## src/rtl/sdm_dwa.sv

```systemverilog
// Data-weighted-averaging element selector: turns a modulator code into a
// thermometer run of unit-element enables that starts at a rotating pointer.
module sdm_dwa #(
  parameter int NB  = 4,
  parameter int NEL = 15,
  parameter int PW  = 4
) (
  input  logic           clk,
  input  logic           rst,
  input  logic [NB-1:0]  din,
  input  logic           din_vld,
  input  logic           mode,
  output logic [NEL-1:0] el_out,
  output logic           el_vld,
  output logic [PW-1:0]  ptr,
  output logic           ovf
);

  localparam logic [NB-1:0] NEL_N = NB'(NEL);
  localparam logic [PW:0]   NEL_P = (PW+1)'(NEL);

  logic [NEL-1:0]   r_el_out;
  logic             r_el_vld;
  logic [PW-1:0]    r_ptr;
  logic             r_ovf;

  logic             w_ovf;
  logic [NB-1:0]    w_n;
  logic [PW-1:0]    w_start;
  logic [NEL-1:0]   w_therm;
  logic [2*NEL-1:0] w_wide;
  logic [NEL-1:0]   w_el;
  logic [PW:0]      w_sum;
  logic [PW:0]      w_next;

  // Comparison done at 32 bits so a full-range din never reads as a constant test.
  assign w_ovf   = (int'(din) > NEL);
  assign w_n     = w_ovf ? NEL_N : din;
  assign w_start = mode ? r_ptr : '0;

  always_comb begin
    w_therm = '0;
    for (int k = 0; k < NEL; k++) begin
      w_therm[k] = (k < int'(w_n));
    end
  end

  // Rotate inside a double-width word and fold the upper half back onto bit 0.
  assign w_wide = {{NEL{1'b0}}, w_therm} << w_start;
  assign w_el   = w_wide[NEL-1:0] | w_wide[2*NEL-1:NEL];

  assign w_sum  = {1'b0, w_start} + (PW+1)'(w_n);
  assign w_next = (w_sum >= NEL_P) ? (w_sum - NEL_P) : w_sum;

  // NOTE: sequential state uses non-blocking assignments so every register
  // samples the pre-edge values of its neighbours, independent of statement order.
  always_ff @(posedge clk) begin
    if (rst) begin
      r_el_out <= '0;
      r_el_vld <= 1'b0;
      r_ptr    <= '0;
      r_ovf    <= 1'b0;
    end else if (din_vld) begin
      r_el_out <= w_el;
      r_el_vld <= 1'b1;
      r_ptr    <= mode ? w_next[PW-1:0] : '0;
      r_ovf    <= w_ovf;
    end else begin
      r_el_vld <= 1'b0;
      r_ovf    <= 1'b0;
    end
  end

  assign el_out = r_el_out;
  assign el_vld = r_el_vld;
  assign ptr    = r_ptr;
  assign ovf    = r_ovf;

endmodule
```

## config.mk

```make
export PLATFORM = sky130hd
export DESIGN_NAME = sdm_dwa
export DESIGN_NICKNAME = d
export VERILOG_FILES = /design/src/rtl/sdm_dwa.sv
export SDC_FILE = /design/constraint.sdc
export NUM_CORES = 1
export LEC_CHECK = 0
export ABC_AREA = 1
export BUFFER_PORTS_ARGS = -buffer_cell sky130_fd_sc_hd__buf_2
export CAP_MARGIN = 20
export CORE_UTILIZATION = 61
export CTS_BUF_LIST = sky130_fd_sc_hd__clkbuf_16
export CTS_CLUSTER_DIAMETER = 120
export DETAILED_ROUTE_END_ITERATION = 7
export GPL_TIMING_DRIVEN = 0
export PLACE_DENSITY_LB_ADDON = 0.2
export SYNTH_ARGS = -nofsm -noshare
export SYNTH_HDL_FRONTEND = slang
export SYNTH_SLANG_ARGS = --single-unit
```

## constraint.sdc

```tcl
create_clock -name clk -period 3.2 [get_ports clk]
set_input_delay 0.32 -clock clk [delete_from_list [all_inputs] [get_ports clk]]
set_output_delay 0.32 -clock clk [all_outputs]
set_load 0.02 [all_outputs]
```

==> impl_metrics.yaml <==
cts:
  cts_buffers: 3
  cts_setup_buffers: 0
  clock-sinks: 20
  clk_pin_slew_ps: 60
  clock-root-buffer: "clkbuf_16"
  h-tree-depth: 1
  postCtsHoldBufs: 0
  clk_path_buf_depth: 2
  cts_tree: "done"
  ctsResizeCount: 0
  clk_latency_ps: 250
setup_path:
  r2r-start: "ptr[3]$_SDFFE_PP0P_"
  r2r-end: "ptr[2]$_SDFFE_PP0P_"
  slowest_stage: "dfxtp_1"
  arrival_ps: 2210
  reg2regPathDepth: 12
  r2r_slack_ps: 1110
  criticalPathCategory: "reg2reg"
  slowest_delay_ps: 360
  cp-end-kind: "flop"
  cp_common_cell: "nand2_1"
  cp.buffers_inverters: 3
  crit_fanout: 10
  crit_path_start_kind: "flop"
  cp_top_family: "simple AND/OR/NAND/NOR gates"
  cp_cell_sequence: "nand2_1 > inv_1 > buf_2 > ha_1 > inv_1 > nand3_1 > nand2_1 > nand2_2 > nand2_2 > nand2_1 > nand3_1 > a21oi_1"
  worst_ep_required_time_ps: 3320
place:
  place_congestion: 0.937
  hpwlAfterDp_microns: 3780
  portBuffers: 23
  place_ws_ps: 1040
run_status:
  outcome: "complete, no violations"
sta:
  finalSetupTns_ps: 0
  finClkSkew_ps: 3.91
  clock.fmax_mhz: 479
  finalCritPeriodShare: 0.653
  rsz0062_at_grt: "no"
  finalHoldViolations: 0
  period_needed_ps: 2090
  setup_viol: 0
  maxSlewViolCount: 0
  hold_ws_ps: 439
  setup_ws_ps: 1110
pwr:
  p_leak_nw: 1.05
  power_uw: 822
  p_per_area_nw_per_um2: 398
  ir_drop_uv: 571
logic_synthesis:
  yosysSeqAreaShare: 0.221
  synth-seq-cells: 20
  synth_nets: 319
  netlist_area_sq_um: 1810
  synth_edf_count: 0
  async_flop_share: 0
  synthCells: 307
  yosys_warnings: 0
  ys_types: 28
  avgSynthCellArea_sq_um: 5.89
  synth_flop_cell: "dfxtp_1"
floorplan:
  core_sq_um: 2780
  initial_core_util: 0.650
  io-pin-count: 29
  num_rows: 19
  die_w_microns: 56.4
  fp.dieH_microns: 56.4
  fp.dieArea_sq_um: 3190
layout:
  seqCellArea_sq_um: 400
  fillers: 242
  drive_above_1_share: 0.180
  area_growth_pct: 14.3
  antennaDiodeCount: 0
  multi_input_area_sq_um: 1230
  nNetsFinal: 347
global_routing:
  gr-total-overflow: 0
  grt_pass1_wl_microns: 8220
  track_usage: 0.321
  grt_start_max_net_pins: 13
  grt_pass1_vias: 1917
  grt_antenna_before_repair: 0
detailed_routing:
  wire_per_inst_microns: 13.0
  drt_iter0_markers: 114
  wirelength_microns: 4750
  via_per_inst: 5.84
  first_pass_iters: 5
  drc: 0
  vias: 2131
  ant_nets: 0
worst_hold_path:
  min_from: "rst"
  hold_end: "el_vld$_SDFF_PP0_"
  worstHoldPathCells: 2
  min_path_type: "in2reg"
run:
  max_cap_violations: 0
==> synth_stat cells (5+ instances only) <==
library cell / n / area [sq um]
inv_1: 17 / 63.8
dfxtp_1: 20 / 400
nor2_1: 10 / 37.5
a21oi_1: 21 / 105
inv_2: 6 / 22.5
buf_2: 6 / 30.0
o21ai_1: 5 / 25.0
o211ai_1: 6 / 45.0
clkbuf_1: 8 / 30.0
nand4_1: 7 / 43.8
nand3_1: 76 / 380
nand2_2: 7 / 43.8
nand2_1: 92 / 345
==> cell usage in the layout, fill, tap and decap left out <==
cell type  count
inv_4          1
inv_2          6
nor3_2         1
nand2_4        4
buf_4          1
o21ai_1        5
conb_1         1
nor3_1         1
nand2_1       92
a21oi_1       21
inv_1         17
buf_2         29
nand2_2        7
nand3_2        4
a21oi_4        1
o211ai_1       6
o21ai_0        1
buf_6          1
nand4_1        7
nor2_2         1
bufinv_16      1
clkinv_1       2
ha_1           4
nand3b_1       2
or2_1          1
clkbuf_1       8
nor2_1        10
clkbuf_16      3
dfxtp_1       20
nand3_1       76
==> worst max path at each step <==
| stage | from | endpoint | slack, ps | cells past startpoint |
|---|---|---|---|---|
| 2_1_floorplan | ptr[3]$_SDFFE_PP0P_ | ptr[0]$_SDFFE_PP0P_ | 1290 | 12 |
| 3_3_place_gp | mode | ptr[0]$_SDFFE_PP0P_ | 1060 | 13 |
| 3_5_place_dp | mode | ptr[0]$_SDFFE_PP0P_ | 1040 | 13 |
| 4_1_cts | ptr[3]$_SDFFE_PP0P_ | ptr[0]$_SDFFE_PP0P_ | 1140 | 12 |
| 5_1_grt | ptr[3]$_SDFFE_PP0P_ | ptr[2]$_SDFFE_PP0P_ | 890 | 12 |
| 6_report | ptr[3]$_SDFFE_PP0P_ | ptr[2]$_SDFFE_PP0P_ | 1110 | 12 |
==> power breakdown <==
part           switching (mW)  internal [mW]  total, mW  leakage, nW
clock                  0.0904          0.248      0.338       0.0511
combinational           0.140         0.0683      0.208        0.830
sequential            0.00981          0.266      0.275        0.165
total                   0.240          0.582      0.822         1.05
==> registers in the layout, indices dropped and copies added (netlist names) <==
| register | count |
|---|---|
| el_out | 15 |
| ptr | 4 |
| el_vld | 1 |
==> per-layer routing <==
layer	up-vias	routed length, microns	GRT usage
met5	-	0	0
met4	0	60	0.0662
met3	10	409	0.0806
met2	94	2170	0.533
met1	944	2110	0.419
li1	1083	-	-
==> area by class of cell <==
type,count,share of cell area
multi-input combinational,245,0.594
tap,31,0.0188
timing repair buffer,23,0.0557
sequential,20,0.194
clock inverter,1,0.0145
inverter,26,0.0484
buffer,16,0.0381
clock buffer,3,0.0363
==> cells by family after synthesis <==
| logic type | after synthesis | synth area share |
|---|---|---|
| and+or+nand+nor | 206 | 0.541 |
| DFF | 20 | 0.221 |
| adders and majority gates | 4 | 0.0277 |
| AOI/OAI and AO/OA | 34 | 0.109 |
| other | 1 | 0.00207 |
| buffers and inverters | 42 | 0.0990 |
==> worst reg2reg max path: stages (launching register included) <==
cell and delay, ps:
dfxtp_1 360, nand2_1 190, inv_1 240, buf_2 270, ha_1 320, inv_1 80
nand3_1 70, nand2_1 120, nand2_2 80, nand2_2 70, nand2_1 50, nand3_1 60
a21oi_1 60
==> stage by stage <==
stage,utilization,cell area [sq um],cells
4_1_cts,0.743,2070,365
2_1_floorplan,-,1810,307
5_1_grt,0.743,2070,365
3_5_place_dp,0.705,1960,361
3_3_place_gp,0.705,1960,361
6_report,0.743,2070,365
Power figures use the tool's default switching activity.
